<file path="config.mk">
export PLATFORM = sky130hd
export DESIGN_NAME = async_fifo_write_arbiter
export DESIGN_NICKNAME = d
export VERILOG_FILES = /design/src/rtl/async_fifo_arb_pkg.sv /design/src/rtl/async_fifo_rr_picker.sv /design/src/rtl/async_fifo_write_arbiter.sv
export SDC_FILE = /design/constraint.sdc
export NUM_CORES = 1
export LEC_CHECK = 0
export BUFFER_PORTS_ARGS = -buffer_cell sky130_fd_sc_hd__clkbuf_2
export CAP_MARGIN = 10
export CELL_PAD_IN_SITES_DETAIL_PLACEMENT = 0
export CELL_PAD_IN_SITES_GLOBAL_PLACEMENT = 2
export CORE_UTILIZATION = 19
export DETAILED_ROUTE_END_ITERATION = 16
export GPL_TIMING_DRIVEN = 0
export HOLD_SLACK_MARGIN = 0.12
export PLACE_DENSITY = 0.71
export SYNTH_ARGS = -nofsm -noshare
export SYNTH_HDL_FRONTEND = slang
export SYNTH_SLANG_ARGS = --single-unit
</file>
<file path="constraint.sdc">
create_clock -name write_clk -period 1.5 [get_ports write_clk]
set_input_delay 0.225 -clock write_clk [delete_from_list [all_inputs] [get_ports write_clk]]
set_output_delay 0.225 -clock write_clk [all_outputs]
set_load 0.02 [all_outputs]
</file>
<file path="src/rtl/async_fifo_arb_pkg.sv">
// -----------------------------------------------------------------------------
// async_fifo_arb_pkg
// Shared types and helpers for the asynchronous FIFO write-side scheduler.
//   arb_state_e : arbiter FSM encoding (ARB_IDLE / ARB_LOCK)
//   STAT_WIDTH  : width of each optional statistics counter
//   STAT_MAX    : saturation value of a statistics counter
//   sat_inc()   : saturating increment used by the statistics counters
// Also supplies a default for the DATA_WIDTH macro when the build has none.
// -----------------------------------------------------------------------------
`ifndef DATA_WIDTH
`define DATA_WIDTH 8
`endif

package async_fifo_arb_pkg;

  typedef enum logic [0:0] {
    ARB_IDLE = 1'b0,
    ARB_LOCK = 1'b1
  } arb_state_e;

  localparam int STAT_WIDTH = 16;
  localparam int STAT_MAX   = 2**STAT_WIDTH - 1;

  // Counter increment that sticks at STAT_MAX instead of wrapping.
  function automatic logic [STAT_WIDTH-1:0] sat_inc(input logic [STAT_WIDTH-1:0] value);
    return (value == STAT_WIDTH'(STAT_MAX)) ? value : value + 16'd1;
  endfunction

endpackage

</file>
<file path="src/rtl/async_fifo_rr_picker.sv">
// -----------------------------------------------------------------------------
// async_fifo_rr_picker
// Purely combinational round-robin picker: returns the first set bit of the
// request vector at or after the pointer, wrapping modulo NUM_REQ.
// Shared by the write-side and read-side schedulers.
// Ports:
//   i_req    [NUM_REQ]          request vector
//   i_rr_ptr [$clog2(NUM_REQ)]  search start index (highest priority)
//   o_found  [1]                at least one request is set
//   o_idx    [$clog2(NUM_REQ)]  selected index (0 when nothing is found)
// -----------------------------------------------------------------------------
module async_fifo_rr_picker
  import async_fifo_arb_pkg::*;
#(
  parameter int NUM_REQ = 4
) (
  input  logic [NUM_REQ-1:0]         i_req,
  input  logic [$clog2(NUM_REQ)-1:0] i_rr_ptr,
  output logic                       o_found,
  output logic [$clog2(NUM_REQ)-1:0] o_idx
);

  localparam int IDW = $clog2(NUM_REQ);

  // Scan from the farthest position back to the pointer so that the
  // candidate nearest the pointer is the last (winning) assignment.
  always_comb begin : pick_proc
    logic [IDW-1:0] pos;
    pos     = {IDW{1'b0}};
    o_idx   = {IDW{1'b0}};
    o_found = |i_req;
    for (int k = NUM_REQ - 1; k >= 0; k--) begin
      pos   = IDW'((int'(i_rr_ptr) + k) % NUM_REQ);
      o_idx = i_req[pos] ? pos : o_idx;
    end
  end

endmodule

</file>
<file path="src/rtl/async_fifo_write_arbiter.sv">
// -----------------------------------------------------------------------------
// async_fifo_write_arbiter
// Shares the single write port of the asynchronous FIFO among NUM_REQ
// requesters using round-robin arbitration with burst locking. A granted
// requester writes up to MAX_BURST words; write_full is honoured so the FIFO
// never overflows. Everything runs on posedge write_clk.
// Ports:
//   write_clk, write_rst          clock, synchronous active-high reset
//   req_valid/req_last [NUM_REQ]  per-requester word valid / final word
//   req_data [NUM_REQ*DATA_WIDTH] packed data, requester i at [i*DATA_WIDTH +: DATA_WIDTH]
//   req_ready [NUM_REQ]           per-requester accept
//   write_en/write_data           FIFO write pins (combinational from handshake)
//   write_full                    FIFO full flag
//   grant_valid/grant_id          current port owner
// Optional (macro ASYNC_FIFO_ARB_STATS_EN):
//   stat_words [NUM_REQ*16]       saturating per-requester transfer counters
//   stat_stall [16]               saturating count of full-stalled lock cycles
// -----------------------------------------------------------------------------
module async_fifo_write_arbiter
  import async_fifo_arb_pkg::*;
#(
  parameter int NUM_REQ    = 4,
  parameter int DATA_WIDTH = `DATA_WIDTH,
  parameter int MAX_BURST  = 4
) (
  input  logic                            write_clk,
  input  logic                            write_rst,
  input  logic [NUM_REQ-1:0]              req_valid,
  input  logic [NUM_REQ*DATA_WIDTH-1:0]   req_data,
  input  logic [NUM_REQ-1:0]              req_last,
  output logic [NUM_REQ-1:0]              req_ready,
  output logic                            write_en,
  output logic [DATA_WIDTH-1:0]           write_data,
  input  logic                            write_full,
  output logic                            grant_valid,
  output logic [$clog2(NUM_REQ)-1:0]      grant_id
`ifdef ASYNC_FIFO_ARB_STATS_EN
  ,
  output logic [NUM_REQ*STAT_WIDTH-1:0]   stat_words,
  output logic [STAT_WIDTH-1:0]           stat_stall
`endif
);

  localparam int IDW = $clog2(NUM_REQ);
  localparam int CW  = $clog2(MAX_BURST + 1);

  arb_state_e       r_state;
  logic [IDW-1:0]   r_owner;
  logic [IDW-1:0]   r_rr_ptr;
  logic [CW-1:0]    r_burst_cnt;

  logic                  w_found;
  logic [IDW-1:0]        w_pick_idx;
  logic                  w_lock;
  logic                  w_own_valid;
  logic                  w_xfer;
  logic                  w_burst_end;
  logic [IDW-1:0]        w_next_ptr;
  logic [DATA_WIDTH-1:0] w_own_data;

  async_fifo_rr_picker #(
    .NUM_REQ (NUM_REQ)
  ) u_picker (
    .i_req    (req_valid),
    .i_rr_ptr (r_rr_ptr),
    .o_found  (w_found),
    .o_idx    (w_pick_idx)
  );

  assign w_lock      = (r_state == ARB_LOCK);
  assign w_own_valid = req_valid[r_owner];
  assign w_own_data  = req_data[r_owner*DATA_WIDTH +: DATA_WIDTH];
  // Reset gates the transfer so no word is written in the reset cycle.
  assign w_xfer      = w_lock & w_own_valid & ~write_full & ~write_rst;
  assign w_burst_end = req_last[r_owner] | (r_burst_cnt == CW'(MAX_BURST - 1));
  assign w_next_ptr  = (r_owner == IDW'(NUM_REQ - 1)) ? {IDW{1'b0}} : r_owner + IDW'(1);

  // Handshake and FIFO-pin outputs, derived from the lock state and owner.
  always_comb begin
    req_ready = {NUM_REQ{1'b0}};
    if (w_lock && !write_full && !write_rst) begin
      req_ready[r_owner] = 1'b1;
    end else begin
      req_ready = {NUM_REQ{1'b0}};
    end
    write_en    = w_xfer;
    write_data  = w_xfer ? w_own_data : {DATA_WIDTH{1'b0}};
    grant_valid = w_lock;
    grant_id    = w_lock ? r_owner : {IDW{1'b0}};
  end

  // Arbiter FSM: pick an owner in IDLE, stream its burst in LOCK.
  always_ff @(posedge write_clk) begin
    if (write_rst) begin
      r_state     <= ARB_IDLE;
      r_owner     <= {IDW{1'b0}};
      r_rr_ptr    <= {IDW{1'b0}};
      r_burst_cnt <= {CW{1'b0}};
    end else begin
      case (r_state)
        ARB_IDLE: begin
          if (w_found) begin
            r_owner     <= w_pick_idx;
            r_burst_cnt <= {CW{1'b0}};
            r_state     <= ARB_LOCK;
          end
        end
        ARB_LOCK: begin
          // A valid drop releases even while full; full alone only holds.
          if (!w_own_valid || (w_xfer && w_burst_end)) begin
            r_state     <= ARB_IDLE;
            r_rr_ptr    <= w_next_ptr;
            r_burst_cnt <= {CW{1'b0}};
          end else if (w_xfer) begin
            r_burst_cnt <= r_burst_cnt + CW'(1);
          end
        end
        default: begin
          r_state <= ARB_IDLE;
        end
      endcase
    end
  end

`ifdef ASYNC_FIFO_ARB_STATS_EN
  logic [STAT_WIDTH-1:0] r_stat_words [NUM_REQ];
  logic [STAT_WIDTH-1:0] r_stat_stall;

  // Saturating transfer and stall counters.
  always_ff @(posedge write_clk) begin
    if (write_rst) begin
      for (int i = 0; i < NUM_REQ; i++) begin
        r_stat_words[i] <= {STAT_WIDTH{1'b0}};
      end
      r_stat_stall <= {STAT_WIDTH{1'b0}};
    end else begin
      for (int i = 0; i < NUM_REQ; i++) begin
        if (w_xfer && (r_owner == IDW'(i))) begin
          r_stat_words[i] <= sat_inc(r_stat_words[i]);
        end
      end
      if (w_lock && w_own_valid && write_full) begin
        r_stat_stall <= sat_inc(r_stat_stall);
      end
    end
  end

  // Pack the per-requester counters onto the flat output port.
  always_comb begin
    stat_words = {(NUM_REQ*STAT_WIDTH){1'b0}};
    for (int i = 0; i < NUM_REQ; i++) begin
      stat_words[i*STAT_WIDTH +: STAT_WIDTH] = r_stat_words[i];
    end
    stat_stall = r_stat_stall;
  end
`endif

endmodule

</file>
==> results.toml <==
[status]
status = "finished, violations left"
violations = "setup timing"

[logic_synthesis]
synth_seq_area_share_pct = 19.1
netlist_instances = 90
synth_top_area_share_pct = 24.2
synth_edf_count = 0
postSynth.asyncResetShare_pct = 0
synth.distinct_cells = 31
ys_warn_count = 0
syn_nets = 139
syn_area_sq_um = 837
ys_top_cells_by_area = "mux4_2, dfxtp_1, ha_1"
ys.flop_type = "dfxtp_1"
ys_seq_elements = 8
synth_area_per_cell_sq_um = 9.30
yosys.area.top_type = "mux4_2"

[floorplan]
core_area_sq_um = 4120
fp.dieH_um = 68.4
dieArea_sq_um = 4680
fp.dieW_um = 68.4
fp-row-count = 23
io_pins = 59
start_util_pct = 20.3

[global_route]
grtUsageTotal_pct = 12.7
overflow = 0
grt_start_max_net_pins = 11
grt_first_pass_wirelength_mm = 4.22
antenna_found_initial = 0
grt_pass1_vias = 990

[layout]
drive_above_1_share_pct = 63.2
fin_cells = 213
fin_nets = 213
area_delta_synth_final_pct = 81.8
antenna_cells = 0

[sta]
drv_slew = 0
relSlewSlack_pct = 78.1
tightest_slew_ns = 0.325
fin_skew_ns = 0.00614
clock.fmax_mhz = 544
final_hold_viol_count = 0
fin_crit_sh_pct = 122
period_minus_slack_ns = 1.84
rsz0062_at_grt = "yes"
tns_ns = -3.82
finalSetupViolCount = 16
layout_setup_ws_ns = -0.337

[power]
irDropWorstVdd_v = 0.000198
power_per_cell_area_nw_per_um2 = 591
leakage_nw = 0.714

[detailed_routing]
final_antenna_net_count = 0
routed_wl_mm = 2.84
vias_per_cell = 4.68
drcViolationCount = 0
dr.pass1.iters = 2
routedWlPerCell_um = 13.3
vias = 996
drt_iter0_drc = 2

[min_path]
hold-path-cell-count = 3
holdCritStartpoint = "req_valid[3]"
min_to = "r_owner[1]$_SDFFE_PP0P_"
hp-class = "input port to flip-flop"

[setup_path]
rrSetupSlack_ns = -0.23
worstSetupStartpointType = "flip-flop"
worstSetupEndpointType = "output port"
r2r-end = "r_rr_ptr[0]$_SDFFE_PP0P_"
startpoint = "r_owner[0]$_SDFFE_PP0P_"
required_ns = 1.27
critPathKind = "flip-flop to output port"
max_stage_delay_ns = 0.55
path_max_fanout = 9
reg2reg_from = "r_owner[0]$_SDFFE_PP0P_"
path_cells = "mux4_2 > buf_8 > and3_1 > clkbuf_8"
crit_slowest_cell = "mux4_2"
arrival_ns = 1.61
worst_r2r_path_depth = 4

[clock_tree]
clk_pin_slew_ns = 0.04
clock_sinks = 8
cts-htree-levels = 1
clkLatencyLatePin_ns = 0.23
cts_tree = "done"
cts.path.max_buffers = 2
ctsRootBufferMaster = "clkbuf_8"
cts_buffers = 3

[placement]
post-place-cells = 198
hpwlAfterDp_mm = 2.24
gp_congestion = 0.685
port_buffers = 58

[run]
maxCapViolCount = 0
placed cells by master (no fill, tap or decap), types with 2 or more instances in the layout:
cell,netlist,layout
mux4_2,9,9
nor2_1,7,7
dfxtp_4,0,3
and2_1,4,2
dfxtp_1,8,5
nand2b_1,3,3
buf_4,0,10
mux2i_1,4,4
clkbuf_8,0,6
a21oi_1,7,5
and3_1,8,5
buf_8,0,3
ha_1,6,6
and3_4,0,3
clkbuf_2,0,47
and2_4,0,2
inv_1,6,6
buf_6,0,5
nor3_1,2,2
buf_2,1,4
nand2_1,4,4
per-layer routing:
metal	global-route usage (%)	part of all wire, %	wire length (um)
met4	7.81	1.9	55
met5	0	0	0
met2	24.5	48	1370
met1	11.8	39	1110
met3	2.83	11	301
synthesized netlist by cell type, types with 2 or more instances:
library cell,number
mux4_2,9
ha_1,6
nor3_1,2
nor2_1,7
dfxtp_1,8
and3_1,8
clkbuf_1,4
mux2i_1,4
nand2b_1,3
nand2_1,4
a21oi_1,7
and2_1,4
inv_1,6
stage by stage:
stage / hold WS [ns] / util (%) / worst slack, ns / power [W] / cell area [sq um]
2_1_floorplan: 0.428 / - / -0.0563 / 0.000427 / 850
3_3_place_gp: 0.448 / 29.2 / -0.477 / 0.000534 / 1200
3_5_place_dp: 0.452 / 29.2 / -0.511 / 0.000539 / 1200
4_1_cts: 0.409 / 34.9 / -0.353 / 0.000887 / 1440
5_1_grt: 0.434 / 37.0 / -0.383 / 0.000963 / 1520
6_report: 0.422 / 37.0 / -0.337 / 0.000900 / 1520
worst max-delay path, delay by kind of cell, from the launching register on:
kind | cells | cell delay (ns)
muxes | 1 | 0.55
DFF | 1 | 0.38
buffers and inverters | 2 | 0.31
and+or+nand+nor | 1 | 0.14
kinds of logic (layout without fill, tap and decap cells):
| logic type | after synthesis | count (layout) | synth area share, % |
|---|---|---|---|
| and+or+nand+nor | 36 | 36 | 23.9 |
| DFF | 8 | 8 | 19.1 |
| buffers and inverters | 11 | 84 | 5.08 |
| AOI/OAI and AO/OA | 15 | 15 | 12.6 |
| muxes | 14 | 14 | 30.3 |
| adders and majority gates | 6 | 6 | 8.97 |
cell type report:
cell class / count / area (sq um)
clock buffers: 4 / 45.0
multi-input cells: 71 / 702
inverters: 6 / 22.5
plain buffers: 5 / 78.8
well taps: 50 / 62.6
fillers: 431 / 2590
repair buffers: 69 / 439
flip-flops and latches: 8 / 171
sequential cells by signal (all words and copies together) (netlist names):
register / flops
grant_valid: 1
r_rr_ptr: 2
r_owner: 2
r_burst_cnt: 3
where the power goes:
group	switching (W)	internal (W)
sequential	0.0000155	0.000227
clock	0.0000833	0.000184
combinational	0.000168	0.000222
worst max-delay path by stage:
stage | end | slack, ns | depth (start not counted)
6_report | write_data[6] | -0.34 | 4
5_1_grt | write_data[4] | -0.38 | 4
4_1_cts | write_data[7] | -0.35 | 4
3_5_place_dp | write_data[7] | -0.51 | 6
3_3_place_gp | write_data[7] | -0.48 | 6
2_1_floorplan | r_rr_ptr[0]$_SDFFE_PP0P_ | -0.06 | 3
what timing repair did:
action	CTS	global route
gates resized for setup	31	27
hold buffers	0	0
pin swaps	4	2
endpoints found under the setup margin	21	20
buffers inserted	7	2
endpoints found under the hold margin	0	0
gates cloned	1	1
No activity file was read; power rests on OpenSTA's default activity.
